`src/rtl/fetch_unit.sv`:
```
// Instruction fetch stage: owns the PC, issues one imem request at a time,
// holds the returned word for decode and steers the next PC from PCSel.
module fetch_unit #(
    parameter int unsigned     XLEN     = 32,
    parameter logic [XLEN-1:0] RESET_PC = 32'h0000_0000
) (
    input  logic            clk,
    input  logic            rst_n,
    output logic            imem_req,
    output logic [XLEN-1:0] imem_addr,
    input  logic            imem_rvalid,
    input  logic [31:0]     imem_rdata,
    output logic            inst_valid,
    output logic [31:0]     inst,
    output logic [XLEN-1:0] inst_pc,
    output logic [XLEN-1:0] inst_pc4,
    input  logic            inst_ready,
    input  logic [1:0]      PCSel,
    input  logic [XLEN-1:0] br_target,
    input  logic [XLEN-1:0] jalr_target,
    output logic            misalign_err,
    output logic [31:0]     inst_count
);

    typedef enum logic [1:0] {
        S_REQ,
        S_WAIT,
        S_HOLD,
        S_ERR
    } state_t;

    state_t          r_state;
    state_t          w_state_nxt;
    logic [XLEN-1:0] r_pc;
    logic [31:0]     r_inst;
    logic [XLEN-1:0] r_inst_pc;
    logic            r_inst_valid;
    logic            r_misalign;
    logic [31:0]     r_count;

    logic            w_accept;
    logic [XLEN-1:0] w_next_pc;
    logic            w_misaligned;

    assign w_accept = (r_state == S_HOLD) && r_inst_valid && inst_ready;

    always_comb begin
        w_next_pc = r_pc + XLEN'(4);
        case (PCSel)
            2'b01:   w_next_pc = br_target;
            2'b10:   w_next_pc = {jalr_target[XLEN-1:1], 1'b0};
            default: w_next_pc = r_pc + XLEN'(4);
        endcase
    end

    assign w_misaligned = |w_next_pc[1:0];

    always_comb begin
        w_state_nxt = r_state;
        case (r_state)
            S_REQ:   w_state_nxt = S_WAIT;
            S_WAIT:  if (imem_rvalid) w_state_nxt = S_HOLD;
            S_HOLD:  if (w_accept) w_state_nxt = w_misaligned ? S_ERR : S_REQ;
            S_ERR:   w_state_nxt = S_ERR;
            default: w_state_nxt = S_REQ;
        endcase
    end

    always_ff @(posedge clk) begin
        if (!rst_n) begin
            r_state      <= S_REQ;
            r_pc         <= RESET_PC;
            r_inst       <= 32'h0000_0013;
            r_inst_pc    <= RESET_PC;
            r_inst_valid <= 1'b0;
            r_misalign   <= 1'b0;
            r_count      <= '0;
        end else begin
            r_state <= w_state_nxt;
            case (r_state)
                S_WAIT: begin
                    if (imem_rvalid) begin
                        r_inst       <= imem_rdata;
                        r_inst_pc    <= r_pc;
                        r_inst_valid <= 1'b1;
                    end
                end
                S_HOLD: begin
                    if (w_accept) begin
                        r_count      <= r_count + 32'd1;
                        r_inst_valid <= 1'b0;
                        if (w_misaligned) r_misalign <= 1'b1;
                        else              r_pc       <= w_next_pc;
                    end
                end
                default: ;
            endcase
        end
    end

    // Gated by rst_n so no request strobe is visible while reset is held.
    assign imem_req     = rst_n && (r_state == S_REQ);
    assign imem_addr    = r_pc;
    assign inst_valid   = r_inst_valid;
    assign inst         = r_inst;
    assign inst_pc      = r_inst_pc;
    assign inst_pc4     = r_inst_pc + XLEN'(4);
    assign misalign_err = r_misalign;
    assign inst_count   = r_count;

endmodule

```
`config.mk`:
```
export PLATFORM = sky130hd
export DESIGN_NAME = fetch_unit
export DESIGN_NICKNAME = d
export VERILOG_FILES = /design/src/rtl/fetch_unit.sv
export SDC_FILE = /design/constraint.sdc
export NUM_CORES = 1
export LEC_CHECK = 0
export CELL_PAD_IN_SITES_DETAIL_PLACEMENT = 1
export CELL_PAD_IN_SITES_GLOBAL_PLACEMENT = 1
export CORE_ASPECT_RATIO = 2
export CORE_MARGIN = 2
export CORE_UTILIZATION = 31
export CTS_CLUSTER_DIAMETER = 60
export DETAILED_ROUTE_END_ITERATION = 16
export MAX_ROUTING_LAYER = met4
export PLACE_DENSITY_LB_ADDON = 0.1
export SYNTH_ARGS = -nofsm -noshare
export SYNTH_HDL_FRONTEND = slang
export SYNTH_SLANG_ARGS = --single-unit
```
`constraint.sdc`:
```
create_clock -name clk -period 2.35 [get_ports clk]
set_input_delay 0.47 -clock clk [delete_from_list [all_inputs] [get_ports clk]]
set_output_delay 0.47 -clock clk [all_outputs]
set_load 0.005 [all_outputs]
```
-- Yosys cells after proc, flatten, opt, wreduce, memory -nomap -nowiden
Cells that the tools add are included.
Widths: inputs -> output; s select.
- register bits after elaboration: 132
- latch bits: 0
- bits in writable memories: 0
- memory bits (read-only): 0
- input bits: 102
- output and inout port bits: 163
- word-level logic and storage cells: 38
- memories: 0
- $add $sub $neg: 3
- $mul: 0
- div/mod/pow operators: 0
- order comparisons: 0
- eq/ne operators: 7
- shift-type cells: 0
- muxes and demuxes: 8
- bitwise logic cells: 1
- reductions and logical operators: 12
- operators with widths (cell ; count):
    $add 32x3->32 const B ; 2
    $pmux 32 s2 ; 1
    $add 32x1->32 const B ; 1
    $reduce_and 3->1 ; 3
    $pmux 2 s4 ; 1
    $eq 2x2->1 const B ; 3
    $mux 2 ; 3
    $reduce_and 2->1 ; 3
    $eq 2x1->1 const B ; 2
    $ne 2x2->1 const B ; 2
    $logic_and 1x1->1 ; 3
    $logic_not 2->1 ; 1
    $mux 1 ; 2
    $pmux 1 s2 ; 1
    $reduce_bool 2->1 ; 1
    $reduce_or 2->1 ; 1
    $not 1->1 ; 1

-- Depth between registers and ports, before layout
Gate-level depths: netlist of run 1.
- word-level depth: 6
- mapped depth: 9
- mapped depth without buffers: 7

-- Worst setup path before layout of run 1
No wires, ideal clock.
- path kind: in2reg
- start point: input PCSel[0]
- end point: register r_pc[31], in the netlist imem_addr[31]
- library setup time: 0.120 ns
- data arrival time: 2.026 ns
- required time: 2.230 ns
- path slack: 0.204 ns
- cell stages on the path: 8
- buffers on the path: 1
- path through: inv_1 > ha_1 > a21oi_1 > a22o_1 > and2_1 > clkbuf_1 > mux2_2 > o31a_1
- longest elaborated chain between the ends: 5
- elaborated cells between the ends (all ways): 6
- those cells by class: 2 x eq/ne; 1 x mux; 1 x bitwise; 2 x reduce/logical
- RTL lines (item ; RTL line ; RTL):
    start: declaration ; 18 ; input logic [1:0] PCSel,
    $eq 2x2->1 / $eq 2x1->1 (equally long branches) ; 49 ; case (PCSel)
    $pmux 32 s2 (*) ; 49 ;
    $reduce_or 2->1 ; 56 ; assign w_misaligned = |w_next_pc[1:0];
    $not 1->1 (no line) ; - ;
    $reduce_and 3->1 (no line) ; - ;
    end signal: assignment ; 93 ; else r_pc <= w_next_pc;
    end: declaration ; 34 ; logic [XLEN-1:0] r_pc;
Mark *: on every way between the ends. The rest lies on a longest branch, timed or not.
A chain may end at the register's enable or synchronous reset.

-- Worst setup path after layout of run 1
- start point: register r_inst_pc[11], in the netlist inst_pc[11]
- end point: output inst_pc4[28]
- longest elaborated chain between the ends: 1
- RTL lines (item ; RTL line ; RTL):
    start: declaration ; 36 ; logic [XLEN-1:0] r_inst_pc;
    start signal: assignment ; 84 ; r_inst_pc <= r_pc;
    $add 32x3->32 ; 107 ; assign inst_pc4 = r_inst_pc + XLEN'(4);
    end: declaration ; 16 ; output logic [XLEN-1:0] inst_pc4,
No other way between the ends.

==> results of run 1 <==
-- cells in the mapped netlist (all sizes together), types with 6 or more instances --
master and n:
a21oi 91, a221oi 9, a22o 6, a22oi 13, a31oi 9, and2 7
and3 17, and4 8, buf 7, clkbuf 49, dfxtp 132, inv 11
mux2i 8, nand2 189, nand2b 11, nand3 40, nand4 23, nor2 57
nor3 23, nor4 9, o21ai 23, o221a 7, xnor2 31, xor2 18
-- registers in the layout, indices dropped and copies added (netlist names) --
signal and cells:
imem_addr 32, inst 32, inst_count 32, inst_pc 32
inst_valid 1, misalign_err 1, r_state 2
-- critical path: stages (launching register included) --
cell     delay (ns)
dfxtp_2        0.32
and4_1         0.22
nand4_1        0.12
buf_6          0.16
buf_6          0.12
nor3_2         0.09
buf_4          0.13
buf_6          0.09
nand2_1        0.06
xnor2_1        0.12
buf_2          0.13
-- where the power goes --
group | internal, W | switching (W) | leakage (nW)
sequential | 0.00228 | 0.0000273 | 1.07
combinational | 0.000337 | 0.000311 | 2.73
clock | 0.00189 | 0.00105 | 0.308
total | 0.00451 | 0.00139 | 4.11
-- layer usage --
metal	vias up	track usage	share of wire
li1	3654	-	-
met4	0	0.0958	0.030
met3	40	0.0407	0.040
met2	196	0.479	0.57
met5	-	-	0
met1	3663	0.246	0.36
-- kinds of logic (layout without fill, tap and decap cells) --
family / Yosys count / in the layout
xor gates and xnor gates: 49 / 49
muxes: 9 / 9
adders and majority gates: 5 / 5
and+or+nand+nor: 395 / 395
buffers and inverters: 67 / 407
AOI/OAI and AO/OA: 194 / 194
DFF: 132 / 132
-- final timing paths --
| kind | from | end |
|---|---|---|
| setup / recovery | inst_pc[11] | inst_pc4[28] |
| setup reg to reg | inst_count[7] | inst_count[28] |
| hold reg to reg | inst[13] | inst[13] |
| hold / removal | inst[13] | inst[13] |
-- repair_timing --
action	in CTS	in global routing
pin swaps	21	9
gates resized for setup	103	15
hold buffers	0	0
buffers inserted	5	1
setup endpoints to repair	24	18
-- layout make-up --
type	count	area, sq um
Clock buffer	21	480
Clock inverter	11	173
Fill cell	2550	10000
Inverter	11	42.5
Multi-Input combinational cell	652	3810
Sequential cell	132	2650
Tap cell	269	337
Timing Repair Buffer	364	3430
-- through the flow --
step / TNS, ns / total power, W / hold slack (ns) / cell area (sq um) / std cells
after detailed placement: -9.07 / 0.00300 / 0.449 / 10200 / 1423
after global routing: -1.82 / 0.00609 / 0.474 / 10900 / 1460
after floorplan: 0 / 0.00260 / 0.453 / 6570 / 851
after CTS: -0.949 / 0.00596 / 0.454 / 10900 / 1459
final: -0.601 / 0.00590 / 0.450 / 10900 / 1460
after global placement: -7.49 / 0.00299 / 0.442 / 10200 / 1423
==> reports/metrics.csv, run 1 <==
metric;value;unit
outcome;finished with violations;
failing checks;negative setup slack;
Port Buf Inserts;263;
Core ar.;20900;sq um
num rows;75;
layout cells sized above 1;0.166;
Worst-path clk slew;0.06;ns
post-synthesis sequential area ratio;0.402;
Post-synth EDFFs;0;
flops & latches, synth;132;
Critical Setup Path Class;reg2out;
syn nets;958;
Die Wd;107;microns
Finish-stage setup viols;10;
final slew viol count;0;
Synth area leader;dfxtp_1;
GRT Overall Usage;0.250;
largest family of logic cells by synthesized area;simple AND/OR/NAND/NOR gates;
Main synth FF type;dfxtp_1;
Synth async-reset ratio;0;
global placement routability congestion;0.826;
unrepaired setup endpoints after global routing;true;
Post-DP HPWL;20300;microns
leakage;4.11;nW
Clock Skew;0.0126;ns
wirelength, routed;27200;microns
main area contributors after synthesis;dfxtp_1, nand2_1, a21oi_1;
endpoints failing hold;0;
largest net degree at the start of global routing;101;
IO Pins;265;
Clock Path Buffers;2;
post-route DRC violation count;0;
vias in the first global route;8092;
CTS H-tree lvls;4;
first-pass GRT wire length;42600;microns
Min-Delay Path Class;reg2reg;
TritonCTS Buffers;17;
CTS tree;built;
mux cell area share after synthesis;0.0139;
worst rel slew slack;0.661;
Layout Utilization;0.522;
Initial DRC Count;257;
peak supply drop;0.493;mV
WP data arrival;1.99;ns
commonest non-fill, non-tap cell in the layout;clkdlybuf4s50_1;
die height;210;microns
Crit path required time;1.88;ns
post-route ant nets;0;
Adder-Cell Fraction of Synth Area;0.00953;
post-synthesis xor/xnor area fraction;0.0653;
average via count per standard cell;5.17;
Compound-Gate Fraction of Synth Area;0.189;
via count;7553;
cells on worst reg2reg path;4;
diodes inserted;0;
top cell type's share of synthesized area;0.402;
TritonCTS Sinks;132;
Final nets;1285;
die area;22400;sq um
crit path launch type;flop;
Achievable Freq;0.407;GHz
Congestion Overflow GR;0;
fin crit share;1.04;
yosys warns;0;
pre-CTS setup slack;-0.358;ns
Root Driver;clkbuf_16;
CP Max Fanout;3;
P per Cell Area;540;nW/um^2
Syn Area/Cell;7.72;sq um
DR WL/cell;18.7;microns
worst reg-to-reg setup slack;0.19;ns
post-layout min period;2.46;ns
most frequent cells in the layout;clkdlybuf4s50_1, nand2_1, dfxtp_1;
Synth Area in Simple Gates;0.280;
final setup margin;-0.105;ns
Synth cell types;55;
initial cell density of the core;0.314;
Max-Cap Viols;0;
initial antenna violation count;0;
Area Growth Syn to Fin;66.3;%
hold depth;2;
endpoint class of the critical path;output pin;
Syn Std Cell Area;6570;sq um
cells after synthesis;851;
Skew-Pair Late Insertion Delay;0.42;ns
1st-pass router iterations;4;
Slew @ Worst Pin;0.509;ns
No activity file was read; power rests on OpenSTA's default activity.
==> inputs of run 2 (changes only) <==
--- a/config.mk
+++ b/config.mk
@@ -14,6 +14,7 @@
 export DETAILED_ROUTE_END_ITERATION = 16
 export MAX_ROUTING_LAYER = met4
 export PLACE_DENSITY_LB_ADDON = 0.1
+export SKIP_LAST_GASP = 1
 export SYNTH_ARGS = -nofsm -noshare
 export SYNTH_HDL_FRONTEND = slang
 export SYNTH_SLANG_ARGS = --single-unit
==> constraint.sdc (replaced) <==
create_clock -name clk -period 2.35 [get_ports clk]
set_input_delay 0.47 -clock clk [delete_from_list [all_inputs] [get_ports clk]]
set_output_delay 0.47 -clock clk [all_outputs]
set_load 0.05 [all_outputs]
==> run 2 against run 1 <==
Against the previous run: the flow still finishes with violations (negative setup slack); wire length decreased by 0.43%; register-to-register slack about the same; critical path depth is 3 lower; critical path type unchanged; critical endpoint is now inst_pc4[30]; sequential power barely moved; global-route usage is essentially flat; worst setup slack got worse by 0.17 ns; highest routed layer unchanged.
==> reports/metrics.csv, run 2 (synthesis gave the netlist of run 1 again) <==
metric;value;unit;change
Worst-path clk slew;0.06;ns;about the same
WP data arrival;2.15;ns;+0.16 ns
worst rel slew slack;0.618;;-0.0420
commonest non-fill, non-tap cell in the layout;clkdlybuf4s50_1;;
Clock Skew;0.00825;ns;-0.00431 ns
Clk network pwr share;0.499;;about the same
placed inst area;10700;sq um;+5.1%
CP Max Fanout;4;;+1
initial cell density of the core;0.314;;unchanged
post-layout min period;2.62;ns;+0.167 ns
initial antenna violation count;0;;unchanged
worst reg-to-reg setup slack;0.20;ns;about the same
Achievable Freq;0.381;GHz;-6.4%
Slew @ Worst Pin;0.572;ns;+0.0630 ns
layout cells sized above 1;0.210;;+0.0435
Critical Setup Path Class;reg2out;;
first-pass GRT wire length;42700;microns;+0.27%
DR WL/cell;18.6;microns;-0.16%
Max-Cap Viols;0;;unchanged
Critical path origin;inst_pc[13];;
Congestion Overflow GR;0;;unchanged
Clock Path Buffers;2;;unchanged
Skew-Pair Late Insertion Delay;0.42;ns;about the same
Area Growth Syn to Fin;75.9;%;
Die Wd;107;microns;unchanged
endpoint class of the critical path;output pin;;
failing checks;negative setup slack;;
outcome;finished with violations;;
IO Pins;265;;unchanged
Post-CTS Hold Buffers;0;;unchanged
combinational share of power;0.126;;+0.016
CTS tree;built;;
Initial DRC Count;231;;-10%
TritonCTS Sinks;132;;unchanged
Post-DP HPWL;20200;microns;-0.10%
post-route ant nets;0;;unchanged
sequential fraction of design power;0.375;;-0.016
worst setup path endpoint;inst_pc4[30];;
largest net degree at the start of global routing;101;;unchanged
wirelength, routed;27100;microns;-0.43%
num rows;75;;unchanged
slowest CP cell;dfxtp_4;;
fin crit share;1.12;;+0.0711
reg-to-reg startpoint;imem_addr[2];;
Worst Path Buf+Inv;2;;-3
P per Cell Area;530;nW/um^2;-1.8%
unrepaired setup endpoints after global routing;true;;
via count;7533;;-0.26%
hold depth;2;;unchanged
most frequent cells in the layout;clkdlybuf4s50_1, nand2_1, dfxtp_1;;
endpoints failing hold;0;;unchanged
GRT Overall Usage;0.250;;-0.000428
global placement routability congestion;0.832;;+0.75%
placed insts;1420;;-0.21%
die area;22400;sq um;unchanged
Layout Utilization;0.552;;+0.0301
WP depth;7;;-3
average via count per standard cell;5.17;;about the same
Finish-stage setup viols;19;;+9
final slew viol count;0;;unchanged
CTS H-tree lvls;4;;unchanged
internal power;0.00462;W;+2.5%
Core ar.;20900;sq um;unchanged
peak supply drop;0.534;mV;+8.3%
switching power share of the total;0.245;;+0.00968
Top Family by Delay on Critical Path;simple AND/OR/NAND/NOR gates;;
diodes inserted;0;;unchanged
Final nets;1281;;-0.31%
Root Driver;clkbuf_16;;
vias in the first global route;8040;;-0.64%
crit path launch type;flop;;
final non-filler cell total;1456;;-0.27%
pre-CTS setup slack;-0.229;ns;+0.129 ns
leakage;4.31;nW;+4.8%
post-route DRC violation count;0;;unchanged
Overall Power;0.00612;W;+3.9%
TritonCTS Buffers;17;;unchanged
Port Buf Inserts;263;;unchanged
final setup margin;-0.272;ns;-0.167 ns
reg2reg end;imem_addr[28];;
worst-path cell chain;and4_1 -> nand4_1 -> buf_4 -> nor3_4 -> nand2_2 -> xnor2_4 -> buf_12;;
1st-pass router iterations;4;;unchanged
Crit path required time;1.88;ns;about the same
fin area;11600;sq um;+5.8%
Min-Delay Path Class;reg2reg;;
die height;210;microns;unchanged
worst stage delay on the critical path;0.34;ns;+0.02 ns
cells on worst reg2reg path;6;;+2
sw power;0.00150;W;+8.1%
run 2: cell types whose count changed in the layout (fill, tap and decap cells not counted), moves of 8 or more:
cell and delta:
buf_12 +24, buf_2 -15, dfxtp_1 -17, dfxtp_2 +12, xnor2_1 -13, xor2_1 -8
run 2: metrics by stage:
stage | setup TNS, ns | hold slack, ns
after global routing | -5.72 | 0.475
after floorplan | 0 | 0.500
after global placement | -4.21 | 0.440
final | -3.51 | 0.456
after detailed placement | -4.34 | 0.450
after CTS | -4.29 | 0.460
run 2: worst min path at each step:
stage                     startpoint          to
final                       inst[24]    inst[24]
after global routing        inst[15]    inst[15]
after CTS                   inst[12]    inst[12]
after detailed placement    inst[24]    inst[24]
after global placement      inst[30]    inst[30]
after floorplan           r_state[1]  r_state[1]
run 2: final cells by class:
class | instances | area, sq um
Inverter | 11 | 42.5
Clock inverter | 11 | 196
Clock buffer | 21 | 482
Fill cell | 2456 | 9370
Tap cell | 269 | 337
Sequential cell | 132 | 2690
Timing Repair Buffer | 360 | 3710
Multi-Input combinational cell | 652 | 4100
run 2: metal layers:
| metal | wire length [microns] | up-vias | track usage |
|---|---|---|---|
| li1 | - | 3654 | - |
| met1 | 9850 | 3641 | 0.249 |
| met2 | 15500 | 201 | 0.475 |
| met3 | 984 | 37 | 0.0366 |
| met4 | 801 | 0 | 0.0994 |
| met5 | 0 | - | - |
run 2: worst register-to-register path: stages (launching register included):
cell     delay, ns
dfxtp_2       0.33
ha_1          0.20
nand3_1       0.26
nor4_4        0.47
nand3_1       0.15
or4b_1        0.49
a31oi_1       0.16
run 2: power by group through the flow:
stage,Combinational (W),Sequential [W],Clock [W]
floorplan,0.000255,0.00246,0
global placement,0.000768,0.00234,0
detailed placement,0.000776,0.00235,0
CTS,0.000780,0.00230,0.00311
global route,0.000825,0.00230,0.00322
finish,0.000771,0.00230,0.00306
run 2: what timing repair did:
| action | 4_1_cts | 5_1_grt |
|---|---|---|
| cloned | 0 | 0 |
| endpoints found under the setup margin | 23 | 22 |
| pin swaps | 16 | 8 |
| setup buffers | 3 | 1 |
| resized for setup | 41 | 5 |
==> inputs of run 3 (changes only) <==
--- a/config.mk
+++ b/config.mk
@@ -12,6 +12,7 @@
 export CORE_UTILIZATION = 31
 export CTS_CLUSTER_DIAMETER = 60
 export DETAILED_ROUTE_END_ITERATION = 16
+export GPL_ROUTABILITY_DRIVEN = 0
 export MAX_ROUTING_LAYER = met4
 export PLACE_DENSITY_LB_ADDON = 0.1
 export SKIP_LAST_GASP = 1
==> results of run 3 <==
No change in the layout: final DEF, timing and power equal those of run 2.
